**src/rtl/commit_trace_buffer.sv**
```systemverilog
// Elastic FIFO between the write-back commit trace and the cosim checker, with overflow/watchdog fault flags.
// Optional COMMIT_TRACE_SEQNUM_EN adds out_seqnum, a per-record sequence number that is consumed by drops too.
module commit_trace_buffer #(
  parameter int unsigned DEPTH       = 16,
  parameter int unsigned HARTID_W    = 1,
  parameter int unsigned WDOG_CYCLES = 65536
) (
  input  logic                      clock,
  input  logic                      reset,
  input  logic                      in_valid,
  input  logic [HARTID_W-1:0]       in_hartid,
  input  logic [63:0]               in_pc,
  input  logic [31:0]               in_inst,
  input  logic [63:0]               in_wdata,
  input  logic [6:0]                in_mstatus,
  input  logic                      in_int_xcpt,
  input  logic [63:0]               in_cause,
  output logic                      out_valid,
  input  logic                      out_ready,
  output logic [HARTID_W-1:0]       out_hartid,
  output logic [63:0]               out_pc,
  output logic [31:0]               out_inst,
  output logic [63:0]               out_wdata,
  output logic [6:0]                out_mstatus,
  output logic                      out_int_xcpt,
  output logic [63:0]               out_cause,
`ifdef COMMIT_TRACE_SEQNUM_EN
  output logic [31:0]               out_seqnum,
`endif
  output logic [$clog2(DEPTH):0]    level,
  output logic                      overflow,
  output logic                      timeout,
  output logic [15:0]               drop_count
);

  localparam int unsigned AW = $clog2(DEPTH);
  localparam int unsigned WW = (WDOG_CYCLES > 1) ? $clog2(WDOG_CYCLES) : 1;

  typedef enum logic [1:0] {ARMED, RUN, FAULT} state_e;

  typedef struct packed {
    logic [HARTID_W-1:0] hartid;
    logic [63:0]         pc;
    logic [31:0]         inst;
    logic [63:0]         wdata;
    logic [6:0]          mstatus;
    logic                int_xcpt;
    logic [63:0]         cause;
`ifdef COMMIT_TRACE_SEQNUM_EN
    logic [31:0]         seqnum;
`endif
  } rec_t;

  rec_t        mem [DEPTH];
  rec_t        in_rec, head;
  logic [AW:0] wr_q, wr_d, rd_q, rd_d;
  state_e      state_q, state_d;
  logic [WW-1:0] wdog_q, wdog_d;
  logic        overflow_q, overflow_d, timeout_q, timeout_d;
  logic [15:0] drop_q, drop_d;
  logic        empty, full, accept, push, pop, drop, wdog_hit;
`ifdef COMMIT_TRACE_SEQNUM_EN
  logic [31:0] seq_q, seq_d;
`endif

  always_comb begin
    in_rec          = '0;
    in_rec.hartid   = in_hartid;
    in_rec.pc       = in_pc;
    in_rec.inst     = in_inst;
    in_rec.wdata    = in_wdata;
    in_rec.mstatus  = in_mstatus;
    in_rec.int_xcpt = in_int_xcpt;
    in_rec.cause    = in_cause;
`ifdef COMMIT_TRACE_SEQNUM_EN
    in_rec.seqnum   = seq_q;
`endif
  end

  assign empty     = (wr_q == rd_q);
  assign full      = (wr_q[AW] != rd_q[AW]) && (wr_q[AW-1:0] == rd_q[AW-1:0]);
  assign out_valid = !empty;
  assign level     = wr_q - rd_q;

  // Outputs are forced to zero while empty so stale storage never leaks out.
  assign head         = out_valid ? mem[rd_q[AW-1:0]] : '0;
  assign out_hartid   = head.hartid;
  assign out_pc       = head.pc;
  assign out_inst     = head.inst;
  assign out_wdata    = head.wdata;
  assign out_mstatus  = head.mstatus;
  assign out_int_xcpt = head.int_xcpt;
  assign out_cause    = head.cause;
`ifdef COMMIT_TRACE_SEQNUM_EN
  assign out_seqnum   = head.seqnum;
`endif

  assign overflow   = overflow_q;
  assign timeout    = timeout_q;
  assign drop_count = drop_q;

  always_comb begin
    accept     = in_valid && (state_q != FAULT);
    pop        = out_valid && out_ready;
    push       = accept && (!full || pop);
    drop       = accept && full && !pop;
    wdog_hit   = (WDOG_CYCLES != 0) && (state_q == RUN) && !in_valid
                 && (wdog_q == WW'(WDOG_CYCLES - 1));
    wr_d       = push ? wr_q + 1'b1 : wr_q;
    rd_d       = pop  ? rd_q + 1'b1 : rd_q;
    overflow_d = overflow_q | drop;
    timeout_d  = timeout_q | wdog_hit;
    drop_d     = (drop && (drop_q != '1)) ? drop_q + 16'd1 : drop_q;
    wdog_d     = wdog_q;
    if (in_valid)
      wdog_d = '0;
    else if ((state_q == RUN) && !wdog_hit)
      wdog_d = wdog_q + 1'b1;
    state_d = state_q;
    case (state_q)
      ARMED:   if (push) state_d = RUN;
      RUN:     if (drop || wdog_hit) state_d = FAULT;
      default: state_d = FAULT;
    endcase
  end

`ifdef COMMIT_TRACE_SEQNUM_EN
  assign seq_d = (push || drop) ? seq_q + 32'd1 : seq_q;

  always_ff @(posedge clock or negedge reset) begin
    if (!reset) seq_q <= '0;
    else        seq_q <= seq_d;
  end
`endif

  always_ff @(posedge clock) begin
    if (push) mem[wr_q[AW-1:0]] <= in_rec;
  end

  always_ff @(posedge clock or negedge reset) begin
    if (!reset) begin
      wr_q       <= '0;
      rd_q       <= '0;
      state_q    <= ARMED;
      wdog_q     <= '0;
      overflow_q <= 1'b0;
      timeout_q  <= 1'b0;
      drop_q     <= '0;
    end else begin
      wr_q       <= wr_d;
      rd_q       <= rd_d;
      state_q    <= state_d;
      wdog_q     <= wdog_d;
      overflow_q <= overflow_d;
      timeout_q  <= timeout_d;
      drop_q     <= drop_d;
    end
  end

endmodule

```
**config.mk**
```make
export PLATFORM = sky130hd
export DESIGN_NAME = commit_trace_buffer
export DESIGN_NICKNAME = d
export VERILOG_FILES = /design/src/rtl/commit_trace_buffer.sv
export SDC_FILE = /design/constraint.sdc
export NUM_CORES = 2
export LEC_CHECK = 0
export ABC_AREA = 1
export CAP_MARGIN = 20
export CORE_MARGIN = 5
export CORE_UTILIZATION = 39
export DETAILED_ROUTE_END_ITERATION = 12
export GPL_TIMING_DRIVEN = 0
export PLACE_DENSITY = 0.66
export SKIP_LAST_GASP = 1
export SYNTH_ARGS = -nofsm -noshare
export SYNTH_HDL_FRONTEND = slang
export SYNTH_SLANG_ARGS = --single-unit
```
**constraint.sdc**
```tcl
create_clock -name clock -period 18.9 [get_ports clock]
set_input_delay 3.78 -clock clock [delete_from_list [all_inputs] [get_ports clock]]
set_output_delay 3.78 -clock clock [all_outputs]
set_load 0.02 [all_outputs]
```
After elaboration in Yosys (flattened, before gate mapping):

Memories as Yosys holds them, arrays and structs flattened.
Cells that the tools add are included.

* equality and inequality tests: 9
* $add $sub $neg: 5
* reduce and logical (&&, ||, !) cells: 20
* bitwise gates (word level): 2
* multiplexer cells: 8

Operators by type and width (number)
* 2-to-1 mux 233 bit: 1
* adder 16 x 1 -> 16 bit, second input constant: 2
* 2-to-1 mux 16 bit: 2
* == test 16 bit, second input constant: 1
* inequality test 16 bit, second input constant: 1
* adder 5 x 1 -> 5 bit, second input constant: 2
* logical AND 1 bit: 10
* == test 5 bit: 1
* zero test 1 bit: 5
* subtractor 5 bit: 1
* == test 4 bit: 1
* 2-to-1 mux 2 bit: 2
* inequality test 2 bit, second input constant: 2
* case mux 2 bit (2 select lines): 1
* == test 2 x 1 -> 1 bit, second input constant: 1
* zero test 2 bit: 1
* logical OR 1 bit: 2
* 2-to-1 mux 1 bit: 2
* inequality test 2 x 1 -> 1 bit, second input constant: 1
* bitwise OR 1 bit: 2
* AND reduction 2 bit: 1
* nonzero test 2 bit: 1
* inequality test 1 bit: 1

* memory bits (writable): 3728
* memories kept: 1
* register bits: 46
* logic and storage cells: 52
* bits of input ports: 237

Memories
* mem: depth 16, width 233, rd ports 1, clocked after Yosys merged registers in 0, wr ports 1, RTL line 54 `rec_t mem [DEPTH];`

Depth between registers and ports, before layout:

* depth after elaboration: 8
* gate-level depth with buffers: 13
* gate-level depth less buffers: 9

Worst setup path after synthesis:

Ideal clock, no wire load.

* path type: input to register
* from: input in_valid
* to: memory mem[11][0] in the netlist's numbering (enable)
* data arrival time: 14.194 ns
* slack: 3.874 ns
* library setup time: 0.832 ns
* stages: 6
* buffers on the path: 0
* cells stage by stage: inv_1 a21oi_1 inv_1 a21oi_2 nand2_1 nor2_1

* word-level cells in the longest chain between the ends: 4

RTL lines
* start, declared: RTL line 10 `input logic in_valid,`
* logical AND 1 bit: RTL line 103 `accept = in_valid && (state_q != FAULT);`
* logical AND 1 bit: RTL line 105 `push = accept && (!full || pop);`
* 2-to-1 mux 1 bit: RTL line 137 `if (push) mem[wr_q[AW-1:0]] <= in_rec;`
* 2-to-1 mux 1 bit (not written as such): RTL line 137
* end, declared: RTL line 54

Every way passes these cells.

Worst setup path after layout:

* from: register rd_q[2]
* to: output out_wdata[35]

* word-level cells in the longest chain between the ends: 2

RTL lines
* start, declared: RTL line 56 `logic [AW:0] wr_q, wr_d, rd_q, rd_d;`
* start signal, assigned: RTL line 151 `rd_q <= rd_d;`
* memory (16 x 233 bit) or == test 5 bit (tied branches)
* 2-to-1 mux 233 bit *: RTL line 86 `assign head = out_valid ? mem[rd_q[AW-1:0]] : '0;`
* end, declared: RTL line 23 `output logic [63:0] out_wdata,`

Every way passes the cells marked *; elsewhere a longest branch is shown, timed or not.

==> summary.md <==
| Metric | Value |
|---|---|
| Routed len/inst | 21.7 um |
| Arrival time at the worst endpoint | 6900 ps |
| Area growth, synth to finish | 17.4% |
| Sequential cell area fraction in the yosys report | 72.7% |
| Skew-Pair Late Insertion Delay | around 940 ps |
| FF-to-FF setup slack | 12260 ps |
| Synth cell count leaders | nand2_1 (5508), edfxtp_1 (3728), nor2_1 (1450) |
| Post-Syn Instances | 14200 |
| Die Width | between 600 and 700 um |
| Root buffer cell | clkbuf_16 |
| Fmax | approximately 0.094 GHz |
| Worst VDD drop | 116 uV |
| Max stage delay cell, worst path | a21oi_1 |
| Synth area leaders | edfxtp_1 (72%), nand2_1 (13%), nor2_1 (3.5%) |
| WP data required | 15120 ps |
| Crit. End Element | primary output |
| Clock skew | 44.7 ps |
| Status | complete, no violations |
| Yosys top cell by area | edfxtp_1 |
| Post-synth EDFFs | 3728 |
| CTS tree | yes |
| Global-route wire length before repair | between 600000 and 700000 um |
| Nets | 15500 |
| Crit path capture | out_wdata[35] |
| Largest net degree at the start of global routing | 34 |
| I/O Buffers | 493 |
| Final std cells w/o fill | 20900 |
| Layout cell share with drive strength beyond 1 | 7.03% |
| Final wirelength | 454000 um |
| FF-to-FF path depth | 14 |
| Total power | 28.6 mW |
| Met3 GRT Util | 4.17% |
| Slew Limit Headroom | 12.3% |
| Crit path time final | 10680 ps |
| PostCTS Resize Cnt | 0 |
| Pre-antenna DRT Iters | 8 |
| Via density | ~5.0 |
| Cell Area, Placed | roughly 170000 um2 |
| Cell count after placement | slightly above 20000 |
| Clk slew on worst S/H paths | roughly 60 ps |
| Measured slew at the worst slew-check pin | 1320 ps |
| CTS Hold Bufs | 0 |
| Post-route setup slack | just over 8000 ps |
| Final Max Slew Viols | 0 |
| FFs w/ async S/R, synth | between 1 and 1.5% |
| Worst R2R Start | rd_q[2] |
| Crit Path Max Fanout | 10 |
| Top FF cell, synth | edfxtp_1 |
| Design Area, Final | 183000 um2 |
| Final Hold Vio Count | 0 |
| Post-synthesis sequential element count | about 3800 |
| Hold_ws | 471 ps |
| CTS H-Tree Depth | 5 |
| Crit Path Class | register to primary output |
| DIE HEIGHT | 642 um |
| Final setup fails | 0 |
| Total global routing track utilization | 21.3% |
| GR Overflow Total | 0 |
| GR peak layer | met2 |
| CTS Sinks | 3774 |
| Fillcell total | approximately 36000 |
| TritonCTS buffer count | 390 |
| Vias | 105000 |
| RSZ-0062 raised after global routing | no |
| Longest Clk Path Bufs | 4 |
| Final period util | 56.5% |
| Cell variety after synth | 26 |
| Post-CTS Setup Bufs | 0 |
| DRT iter0 DRCs | 10900 |
| Worst Setup SP | rd_q[2] |
| Routed Antenna Nets | 0 |
| Met1 Usage GRT | 27.0% |
| PwrDens | about 160 nW/um2 |
| CP peak stage delay | roughly 1100 ps |
| Gpl congestion | 0.855 |
| Type of origin of the critical path | register |
| Share of the synthesized area in the top cell type | 71.9% |
| Initial antenna violation count | 99 |
| Fin Setup TNS | 0 ps |
| Drt drc | 0 |
| Met2 Track Usage GR | 34.9% |
| DIE AREA | 412000 um2 |
| Post-Syn Area | 156000 um2 |
| Hold Crit Class | register to register |
| Most common cell in the synthesized netlist | nand2_1 |
| Worst R2R End | mem[7][191] |
| Syn nets | 14500 |
| Crit-path cells | buf_2 -> inv_1 -> buf_2 -> buf_1 -> ha_1 -> nand4_1 -> nor2_2 -> buf_2 -> buf_1 -> a21oi_1 -> clkdlybuf4s50_1 |
| Synth warn | 0 |
| Cell leakage power | 69.7 nW |
| Most used cell, CP | buf_2 |
| Synthesized area per cell | 10.9 um2 |
| WHS Path Cells | 2 |
| Via count of the first global-routing pass | 101000 |
| Max cap viols | 0 |
| Row count | 232 |
| Setup WS pre-CTS | 9220 ps |
| I/O pin total | 494 |
| Core Box Area | 399000 um2 |
| Post-Route Utilization | 45.8% |
| Initial Util | between 30% and 40% |
| Post-DP HPWL | 315000 um |
[report_power, final]
group          total, mW  switching, mW  internal (mW)
clock               7.32           3.21           4.11
sequential          9.57         0.0679           9.50
combinational       11.7           8.29           3.45
[routing by layer]
layer,share of wire [%],vias to the layer above
met5,0.044,-
met3,8.0,870
li1,-,49700
met1,39,50600
met2,48,4214
met4,5.0,32
[flip-flops by register name (all words and copies together), names as in the netlist]
signal	flops
timeout	1
state_q	2
overflow	1
wdog_q	16
wr_q	5
rd_q	5
drop_count	16
mem	3728
[area by class of cell]
cell class	count	area (um2)	area share [%]
Buffer	780	3480	1.90
Sequential cell	3774	113000	61.9
Antenna cell	69	173	0.0945
Multi-Input combinational cell	8945	36400	19.9
Inverter	746	2800	1.53
Tap cell	5265	6590	3.61
Clock inverter	220	1690	0.926
Clock buffer	482	10300	5.62
Timing Repair Buffer	652	8160	4.47
[critical path: cells and delay by family (launching register included)]
family                   cells  cell delay, ps
adder cells (fa/ha/maj)      1             460
buffers and inverters        7            3670
flip-flops                   1             390
AND/OR/NAND/NOR              2             320
AO/OA/AOI/OAI                1            1090
[logic make-up (layout without fill, tap and decap cells)]
kind of cell	count (synthesis)	after routing	share of synthesized area [%]
other	0	69	0
XOR/XNOR	25	25	0.141
AND/OR/NAND/NOR	7945	7945	20.0
AO/OA/AOI/OAI	963	963	3.10
adder cells (fa/ha/maj)	12	12	0.101
flip-flops	3774	3774	72.7
buffers and inverters	1526	2880	4.02
[worst min path at each step]
| stage | startpoint | endpoint | slack (ps) |
|---|---|---|---|
| after floorplan | wdog_q[15] | wdog_q[15] | 500 |
| after global placement | timeout | timeout | 450 |
| after detailed placement | timeout | timeout | 460 |
| after CTS | timeout | timeout | 480 |
| after global routing | overflow | overflow | 510 |
| final | timeout | timeout | 470 |
[cell usage in the layout, fill, tap and decap left out, types with 6 or more instances in the layout]
cell / n
inv_1: 743
nor2_4: 16
clkbuf_16: 398
xor2_1: 16
clkbuf_1: 372
nand3_1: 963
bufinv_16: 19
xnor2_1: 9
nor2_1: 1433
o21ai_1: 17
nand2_1: 5508
buf_1: 97
clkbuf_2: 14
inv_6: 6
a21oi_1: 238
buf_2: 363
nand4_1: 12
diode_2: 69
buf_4: 17
clkinv_2: 63
clkinv_8: 7
clkdlybuf4s50_1: 492
edfxtp_1: 3728
clkinvlp_4: 14
ha_1: 11
o21ai_0: 704
buf_12: 145
dfrtp_1: 46
buf_16: 10
clkinv_1: 103
No activity file was read; power rests on OpenSTA's default activity.
